**config.mk**
```make
export PLATFORM = sky130hd
export DESIGN_NAME = dot_matrix_scanner
export DESIGN_NICKNAME = d
export VERILOG_FILES = /design/src/rtl/dot_matrix_scanner.sv
export SDC_FILE = /design/constraint.sdc
export NUM_CORES = 1
export LEC_CHECK = 0
export CAP_MARGIN = 20
export CORE_MARGIN = 4
export CORE_UTILIZATION = 39
export DETAILED_ROUTE_END_ITERATION = 6
export GPL_TIMING_DRIVEN = 0
export PLACE_DENSITY = 0.73
export SLEW_MARGIN = 25
export SYNTH_ARGS = -nofsm -noshare
export SYNTH_HDL_FRONTEND = slang
export SYNTH_SLANG_ARGS = --single-unit
```
**constraint.sdc**
```tcl
create_clock -name clk_in -period 2.2 [get_ports clk_in]
set_input_delay 0.44 -clock clk_in [delete_from_list [all_inputs] [get_ports clk_in]]
set_output_delay 0.44 -clock clk_in [all_outputs]
set_load 0.01 [all_outputs]
```
**src/rtl/dot_matrix_scanner.sv**
```systemverilog
// Row-scan driver for bicolour (R/G) LED dot matrices.
// A frame is double-buffered: the content source writes a shadow buffer with a
// valid/ready handshake, and the shadow is promoted to the displayed (active)
// buffer only at a frame boundary. Brightness is latched at the same point, so
// content and brightness never change partway through a frame.
//
// Each row slot is BLANK_CYC all-off cycles followed by 2**PWM_BITS show cycles.
// During the show cycles a colour is lit while pwm_cnt < brightness.
//
//   state   | meaning
//   --------+-------------------------------------------------------------
//   S_IDLE  | scan parked, display blanked (enable low or just out of reset)
//   S_BLANK | ghost-blanking gap at the start of a row slot, all rows off
//   S_SHOW  | selected row driven, columns PWM-gated by latched brightness
//
// All outputs are registered and show the state of the previous cycle, except
// that enable=0 blanks the outputs on the very next cycle.

module dot_matrix_scanner #(
  parameter int ROWS           = 8,
  parameter int COLS           = 8,
  parameter int PWM_BITS       = 3,
  parameter int BLANK_CYC      = 1,
  parameter int ROW_ACTIVE_LOW = 1
) (
  input  logic                  clk_in,
  input  logic                  rst_n,
  input  logic                  enable,
  input  logic [ROWS*COLS-1:0]  frame_R,
  input  logic [ROWS*COLS-1:0]  frame_G,
  input  logic                  load_req,
  output logic                  load_ready,
  input  logic [PWM_BITS-1:0]   bright_R,
  input  logic [PWM_BITS-1:0]   bright_G,
  output logic [ROWS-1:0]       ROW,
  output logic [COLS-1:0]       R_COL,
  output logic [COLS-1:0]       G_COL,
  output logic                  frame_start
);

  localparam int RW = (ROWS > 1) ? $clog2(ROWS) : 1;
  localparam int BW = (BLANK_CYC > 1) ? $clog2(BLANK_CYC) : 1;

  localparam logic [RW-1:0]       ROW_LAST   = RW'(ROWS - 1);
  localparam logic [BW-1:0]       BLANK_LAST = BW'(BLANK_CYC - 1);
  localparam logic [PWM_BITS-1:0] PWM_LAST   = {PWM_BITS{1'b1}};
  // Idle level of the row lines; XOR with a one-hot select gives the driven pattern.
  localparam logic [ROWS-1:0]     ROW_OFF    = {ROWS{(ROW_ACTIVE_LOW != 0)}};

  typedef enum logic [1:0] {
    S_IDLE  = 2'd0,
    S_BLANK = 2'd1,
    S_SHOW  = 2'd2
  } state_t;

  state_t                r_state;
  state_t                w_state_nxt;
  logic [RW-1:0]         r_row;
  logic [RW-1:0]         w_row_nxt;
  logic [BW-1:0]         r_blank_cnt;
  logic [BW-1:0]         w_blank_nxt;
  logic [PWM_BITS-1:0]   r_pwm_cnt;
  logic [PWM_BITS-1:0]   w_pwm_nxt;
  logic                  w_frame_edge;

  logic [ROWS*COLS-1:0]  r_act_R;
  logic [ROWS*COLS-1:0]  r_act_G;
  logic [ROWS*COLS-1:0]  r_shd_R;
  logic [ROWS*COLS-1:0]  r_shd_G;
  logic                  r_pending;
  logic                  w_pending_nxt;
  logic                  w_accept;
  logic [PWM_BITS-1:0]   r_br_R;
  logic [PWM_BITS-1:0]   r_br_G;

  logic [ROWS-1:0]       w_row_hot;
  logic [COLS-1:0]       w_row_R;
  logic [COLS-1:0]       w_row_G;

  logic                  r_load_ready;
  logic [ROWS-1:0]       r_row_o;
  logic [COLS-1:0]       r_r_col;
  logic [COLS-1:0]       r_g_col;
  logic                  r_frame_start;
  logic [ROWS-1:0]       w_row_o;
  logic [COLS-1:0]       w_r_col;
  logic [COLS-1:0]       w_g_col;
  logic                  w_frame_start;

  // Scan state and counters.
  always_ff @(posedge clk_in or negedge rst_n) begin
    if (!rst_n) begin
      r_state     <= S_IDLE;
      r_row       <= '0;
      r_blank_cnt <= '0;
      r_pwm_cnt   <= '0;
    end else begin
      r_state     <= w_state_nxt;
      r_row       <= w_row_nxt;
      r_blank_cnt <= w_blank_nxt;
      r_pwm_cnt   <= w_pwm_nxt;
    end
  end

  // Next scan state; flags the frame edge where buffers and brightness may update.
  always_comb begin
    w_state_nxt  = r_state;
    w_row_nxt    = r_row;
    w_blank_nxt  = r_blank_cnt;
    w_pwm_nxt    = r_pwm_cnt;
    w_frame_edge = 1'b0;
    if (!enable) begin
      w_state_nxt = S_IDLE;
      w_row_nxt   = '0;
      w_blank_nxt = '0;
      w_pwm_nxt   = '0;
    end else begin
      case (r_state)
        S_IDLE: begin
          // Starting a scan counts as a frame edge so a pending frame shows at once.
          w_state_nxt  = S_BLANK;
          w_row_nxt    = '0;
          w_blank_nxt  = '0;
          w_pwm_nxt    = '0;
          w_frame_edge = 1'b1;
        end
        S_BLANK: begin
          if (r_blank_cnt == BLANK_LAST) begin
            w_state_nxt = S_SHOW;
            w_blank_nxt = '0;
          end else begin
            w_blank_nxt = r_blank_cnt + 1'b1;
          end
        end
        S_SHOW: begin
          if (r_pwm_cnt == PWM_LAST) begin
            w_state_nxt = S_BLANK;
            w_pwm_nxt   = '0;
            if (r_row == ROW_LAST) begin
              w_row_nxt    = '0;
              w_frame_edge = 1'b1;
            end else begin
              w_row_nxt = r_row + 1'b1;
            end
          end else begin
            w_pwm_nxt = r_pwm_cnt + 1'b1;
          end
        end
        default: begin
          w_state_nxt = S_IDLE;
          w_row_nxt   = '0;
          w_blank_nxt = '0;
          w_pwm_nxt   = '0;
        end
      endcase
    end
  end

  // Handshake: a pending frame blocks new loads until it is promoted.
  always_comb begin
    w_accept      = load_req & r_load_ready;
    w_pending_nxt = r_pending;
    if (w_frame_edge && r_pending) begin
      w_pending_nxt = 1'b0;
    end else if (w_accept) begin
      w_pending_nxt = 1'b1;
    end
  end

  // Shadow capture, promotion to active and brightness latch.
  always_ff @(posedge clk_in or negedge rst_n) begin
    if (!rst_n) begin
      r_shd_R      <= '0;
      r_shd_G      <= '0;
      r_act_R      <= '0;
      r_act_G      <= '0;
      r_br_R       <= '0;
      r_br_G       <= '0;
      r_pending    <= 1'b0;
      r_load_ready <= 1'b1;
    end else begin
      if (w_accept) begin
        r_shd_R <= frame_R;
        r_shd_G <= frame_G;
      end
      if (w_frame_edge) begin
        if (r_pending) begin
          r_act_R <= r_shd_R;
          r_act_G <= r_shd_G;
        end
        r_br_R <= bright_R;
        r_br_G <= bright_G;
      end
      r_pending    <= w_pending_nxt;
      r_load_ready <= ~w_pending_nxt;
    end
  end

  // Row one-hot and the current row's slice of the active buffers.
  always_comb begin
    w_row_hot = '0;
    w_row_R   = '0;
    w_row_G   = '0;
    for (int r = 0; r < ROWS; r++) begin
      if (r_row == RW'(r)) begin
        w_row_hot[r] = 1'b1;
        w_row_R      = r_act_R[r*COLS +: COLS];
        w_row_G      = r_act_G[r*COLS +: COLS];
      end
    end
  end

  // Pin values for the next cycle; enable low blanks immediately.
  always_comb begin
    w_row_o       = ROW_OFF;
    w_r_col       = '0;
    w_g_col       = '0;
    w_frame_start = 1'b0;
    if (enable) begin
      if (r_state == S_SHOW) begin
        w_row_o = w_row_hot ^ ROW_OFF;
        w_r_col = w_row_R & {COLS{(r_pwm_cnt < r_br_R)}};
        w_g_col = w_row_G & {COLS{(r_pwm_cnt < r_br_G)}};
      end
      if ((r_state == S_BLANK) && (r_row == '0) && (r_blank_cnt == '0)) begin
        w_frame_start = 1'b1;
      end
    end
  end

  // Output registers.
  always_ff @(posedge clk_in or negedge rst_n) begin
    if (!rst_n) begin
      r_row_o       <= ROW_OFF;
      r_r_col       <= '0;
      r_g_col       <= '0;
      r_frame_start <= 1'b0;
    end else begin
      r_row_o       <= w_row_o;
      r_r_col       <= w_r_col;
      r_g_col       <= w_g_col;
      r_frame_start <= w_frame_start;
    end
  end

  assign load_ready  = r_load_ready;
  assign ROW         = r_row_o;
  assign R_COL       = r_r_col;
  assign G_COL       = r_g_col;
  assign frame_start = r_frame_start;

endmodule

```
# After elaboration in Yosys (flattened, before gate mapping)
# Cells that the tools add are included.
[totals]
reg_bits = 298
latch_bits = 0
ramBits = 0
romBits = 0
out_inout_bits = 26
elab_cells = 100
memories = 0
[op_classes]
n_addsub = 3
n_mul = 0
n_div = 0
n_lt_le_gt_ge = 2
eq_ne = 14
shifts = 0
muxes = 51
bitwise = 6
reduce_logical = 8
[op_table]
columns = ["operator", "n"]
rows = [
  ["$mux W8", 22],
  ["$and A8 B8 Y8", 2],
  ["$mux W1", 16],
  ["$eq A3 B3 Y1 const B", 5],
  ["$mux W3", 5],
  ["$pmux W3 S2", 2],
  ["$not A8 Y8", 1],
  ["$add A3 B1 Y3 const B", 2],
  ["$eq A3 B2 Y1 const B", 2],
  ["$lt A3 B3 Y1", 2],
  ["$mux W2", 3],
  ["$ne A3 B3 Y1 const B", 2],
  ["$pmux W2 S3", 1],
  ["$reduce_and A2 Y1", 3],
  ["$ne A2 B2 Y1 const B", 2],
  ["$pmux W1 S2", 2],
  ["$eq A3 B1 Y1 const B", 1],
  ["$logic_and A1 B1 Y1", 3],
  ["$logic_not A3 Y1", 1],
  ["$eq A2 B1 Y1 const B", 1],
  ["$eq A2 B2 Y1 const B", 1],
  ["$logic_not A2 Y1", 1],
  ["$not A1 Y1", 2],
  ["$add A1 B1 Y1 const B", 1],
  ["$and A1 B1 Y1", 1],
]

# Longest topological paths before layout
[logic_depth]
word_depth = 12
mapped_depth = 10
mapped_depth_nobuf = 5

# Least setup slack after synthesis
# Ideal clock, no wire load.
[synth_timing]
kind = "register to register"
startpoint = "register r_row[2]"
endpoint = "register r_r_col[6] (netlist: R_COL[6])"
setup_ns = 0.112
arrival_time_ns = 2.172
required_ns = 2.088
slack_ns = -0.084
stages_incl_launch_ff = 11
path_buffers = 5
path_cell_list = "dfrtp_1 > buf_6 > clkbuf_1 > inv_1 > ha_1 > buf_2 > or2_1 > buf_6 > buf_6 > a221o_1 > a2111oi_2"
[synth_between]
elab_chain_cells = 12
elab_cells_between_ends = 19
cone_classes = "eq/ne (7); mux (10); bitwise (1); reduce/logical (1)"
[synth_lines]
columns = ["item", "line", "rtl"]
rows = [
  ["from (decl)", "58", "logic [RW-1:0] r_row;"],
  ["from (signal assigned)", "99", "r_row <= w_row_nxt;"],
  ["$logic_not A3 Y1", "205", "if (r_row == RW'(r)) begin"],
  ["$mux W8 (7 in a row)", "205", ""],
  ["$mux W8 (*)", "205", ""],
  ["$and A8 B8 Y8 (*)", "222", "w_r_col = w_row_R & {COLS{(r_pwm_cnt < r_br_R)}};"],
  ["$mux W8 (*)", "220", "if (r_state == S_SHOW) begin"],
  ["$mux W8 (*)", "219", "if (enable) begin"],
  ["via w_r_col[6]", "86", "logic [COLS-1:0] w_r_col;"],
  ["to (signal assigned)", "240", "r_r_col <= w_r_col;"],
  ["to (decl)", "82", "logic [COLS-1:0] r_r_col;"],
]
# The timed path passes the listed nets; every way through them passes the cells marked *.
# A chain may end at the register's enable or synchronous reset.

# Worst setup path in the final report
[layout_timing]
startpoint = "register r_load_ready (netlist: load_ready)"
endpoint = "register r_shd_R[61]"
[layout_between]
elab_chain_cells = 1
[layout_lines]
columns = ["item", "line", "rtl"]
rows = [
  ["from (decl)", "80", "logic r_load_ready;"],
  ["from (signal assigned)", "195", "r_load_ready <= ~w_pending_nxt;"],
  ["$and A1 B1 Y1", "161", "w_accept = load_req & r_load_ready;"],
  ["to (signal assigned)", "183", "r_shd_R <= frame_R;"],
  ["to (decl)", "68", "logic [ROWS*COLS-1:0] r_shd_R;"],
]
# Every way passes these cells.

==> results.yml <==
status:
  outcome: "finished, final reports clean"
detailed_routing:
  route.antenna.remaining_nets: 0
  detail_route.drc_violations: 0
  route.vias.total: 8023
  drt-initial-drc-count: 419
  detailedRoute.firstPassIterationCount: 5
  route.detailed.wl_per_inst_um: 20.8
  viasPerCell: 5.26
  drt_wl_total_um: 31700
synthesis:
  synth_sequential_area_ratio_pct: 59.1
  mappedNetlistArea_mm2: 0.0126
  syn_inst: 888
  synth_largest_area_cell: "sky130_fd_sc_hd__dfrtp_1"
  synth_top_area_share_pct: 57.2
  ys_types: 38
  synth.top_cells.by_area: "sky130_fd_sc_hd__dfrtp_1 57%, sky130_fd_sc_hd__mux2_1 12%, sky130_fd_sc_hd__mux2_2 12%, sky130_fd_sc_hd__dfstp_2 1.9%, sky130_fd_sc_hd__nor2b_1 1.8%"
  yosysWarnings: 0
  postSynthNetCount: 1038
  number_of_synthesized_register_bits: 297
  synth_edf_count: 0
  synthArstFlopShare_pct: 100
  ys_dominant_reg_cell: "sky130_fd_sc_hd__dfrtp_1"
  synth.avg_cell_area_um2: 14.2
floorplanning:
  die_y_um: 188
  num_io_pins: 164
  die-width_um: 188
  start_util_pct: 39.7
  core_area_mm2: 0.0317
  placement_row_count: 65
  fp.dieArea_mm2: 0.0353
critical_path:
  worstSetupPathType: "reg2reg"
  setup.worst_path.start_class: "flip-flop"
  cp.required_ps: 2630
  worst-r2r-setup-slack_ps: 50
  critical_path.max_fanout: 13
  cp.arrival_ps: 2580
  element_type_at_the_critical_path_end: "flip-flop"
placement:
  preCtsSetupSlack_ps: -671
  dpl.hpwl_um: 22900
  gpl.final_weighted_congestion: 0.895
  port_buffers: 163
sta:
  grt_setup_unrepaired: "yes"
  setup-violations-final: 0
  fmax_mhz: 464
  hold-worst-slack_ps: 394
  period_needed_ps: 2150
  worst-slew-pin-transition_ps: 931
  hold_violations: 0
  timing.slew.headroom_pct: 37.8
  drv_slew: 0
  postLayoutSetupSlackWorst_ps: 46.5
  finalCritPeriodShare_pct: 97.9
  finClkSkew_ps: 10.0
pwr:
  power_report.internal_total_mw: 13.9
  power.sequential.fraction_pct: 49.2
  power_leakage_nw: 6.96
  total_switching_power_mw: 5.41
  max-vdd-ir-drop_uv: 664
  total_power_mw: 19.3
  swShare_pct: 28.0
  clock_power_share_pct: 27.4
  power_frac_comb_pct: 23.5
  pwr_per_cell_area_mw_per_mm2: 1170
clock_tree:
  max-clock-path-buffers: 3
  cts.sink_count: 297
  cts_root_buffer: "sky130_fd_sc_hd__clkbuf_16"
  clock_tree.htree_level_count: 1
  clock_tree_from_tritoncts: "built"
  cts_made_buffers: 31
  post_cts_clock_slew_at_the_launch_and_capture_registers_of_the_worst_setup_and_hold_paths_ps: 60
  clkLatencyLatePin_ps: 550
cells_and_area:
  layout-area-overhead-vs-synth_pct: 31.3
  antenna-diode-count: 0
  post-route-util_pct: 52.2
  layout-drive-gt1-share_pct: 25.0
  commonest_cells_after_routing_fill_and_taps_aside: "286 x sky130_fd_sc_hd__dfrtp_1, 162 x sky130_fd_sc_hd__clkdlybuf4s50_1, 132 x sky130_fd_sc_hd__mux2_1, 129 x sky130_fd_sc_hd__mux2_2, 36 x sky130_fd_sc_hd__nor2b_1"
  filler_cell_count: 2622
  mostFrequentLayoutCell: "sky130_fd_sc_hd__dfrtp_1"
  layout.nets: 1248
min_path:
  hold_path.class: "in2async"
global_routing:
  grt_pass1_vias: 8652
  antenna_found_initial: 0
  grt_max_degree: 95
  grt-ovfl-total: 0
  global_router_s_overall_resource_usage_pct: 17.6
  grt_pass1_wl_um: 48900
run:
  cap_violations: 0
-- area by class of cell --
type	count	area, µm²	area share, %
Timing Repair Buffer	180	1890	11.4
Clock buffer	44	895	5.40
Tap cell	402	503	3.04
Sequential cell	297	7450	45.0
Inverter	27	106	0.642
Clock inverter	13	146	0.884
Buffer	61	573	3.46
Multi-Input combinational cell	500	5000	30.2
-- power groups by stage --
stage | registers, mW | logic (mW) | clock network, mW
6_report | 9.48 | 4.53 | 5.28
5_1_grt | 9.74 | 4.99 | 5.62
4_1_cts | 9.47 | 4.45 | 5.37
3_5_place_dp | 9.55 | 4.22 | 0
3_3_place_gp | 9.48 | 4.05 | 0
2_1_floorplan | 8.86 | 3.16 | 0
-- stage by stage --
| stage | instances | cell area (µm²) | setup TNS (ps) |
|---|---|---|---|
| 2_1_floorplan | 888 | 12600 | 0 |
| 3_3_place_gp | 1453 | 14700 | -3574620 |
| 3_5_place_dp | 1456 | 14800 | -100240 |
| 4_1_cts | 1517 | 16300 | -1860 |
| 5_1_grt | 1524 | 16600 | -14.4 |
| 6_report | 1524 | 16600 | 0 |
-- sequential cells by signal, indices dropped and copies added, names as in the netlist, 8 cells and up --
name / cells
r_act_G: 64
r_act_R: 64
r_shd_G: 64
r_shd_R: 64
G_COL: 8
ROW: 8
R_COL: 8
-- metal layers --
layer / vias to the layer above / GRT usage (%) / wire [µm] / part of all wire, %
li1: 3635 / - / - / -
met1: 4092 / 24.6 / 14100 / 45
met2: 253 / 28.5 / 15000 / 47
met3: 43 / 3.22 / 1790 / 5.6
met4: 0 / 4.55 / 744 / 2.3
met5: - / 0 / 0 / 0
-- cells in the mapped netlist (all sizes together), types with 2 or more instances --
cell,count
mux2,261
buf,34
nand2,23
dfstp,9
a2111oi,16
nor2b,36
o211ai,2
nor3,17
a21boi,2
a32o,16
nor2,3
a221o,16
mux2i,3
o21ai,7
ha,12
inv,27
nor3b,19
a21oi,16
o311a,16
nand3b,19
dfrtp,288
nand3,8
clkbuf,30
-- kinds of logic after synthesis --
family	Yosys count	synth area share [%]
flops	297	59.1
fa+ha+maj	12	1.19
compound gates	94	6.88
mux	264	23.6
simple gates	130	6.12
buf+inv	91	3.20
-- critical path, cell delays in order, from the launching register on --
cell                       delay, ps
sky130_fd_sc_hd__dfstp_2         380
sky130_fd_sc_hd__nand2_1         610
sky130_fd_sc_hd__clkbuf_1        610
sky130_fd_sc_hd__mux2_2          410
-- final timing paths --
check	startpoint	cells past startpoint	endpoint
max	load_ready	3	r_shd_R[61]
min	rst_n	2	r_shd_G[16]
max reg2reg	load_ready	3	r_shd_R[61]
min reg2reg	r_shd_G[59]	1	r_act_G[59]
max in group asynchronous	rst_n	4	r_shd_R[45]
min in group clk_in	bright_G[2]	3	r_br_G[2]
-- repair_timing --
action / CTS / global route
gates cloned: 1 / 2
buffers inserted: 4 / 6
pin swaps: 9 / 7
hold buffers: 1 / 0
setup endpoints to repair: 195 / 138
gates resized for setup: 76 / 68
endpoints found under the hold margin: 46 / 0
Note: power is estimated with default switching activity, not from simulation.
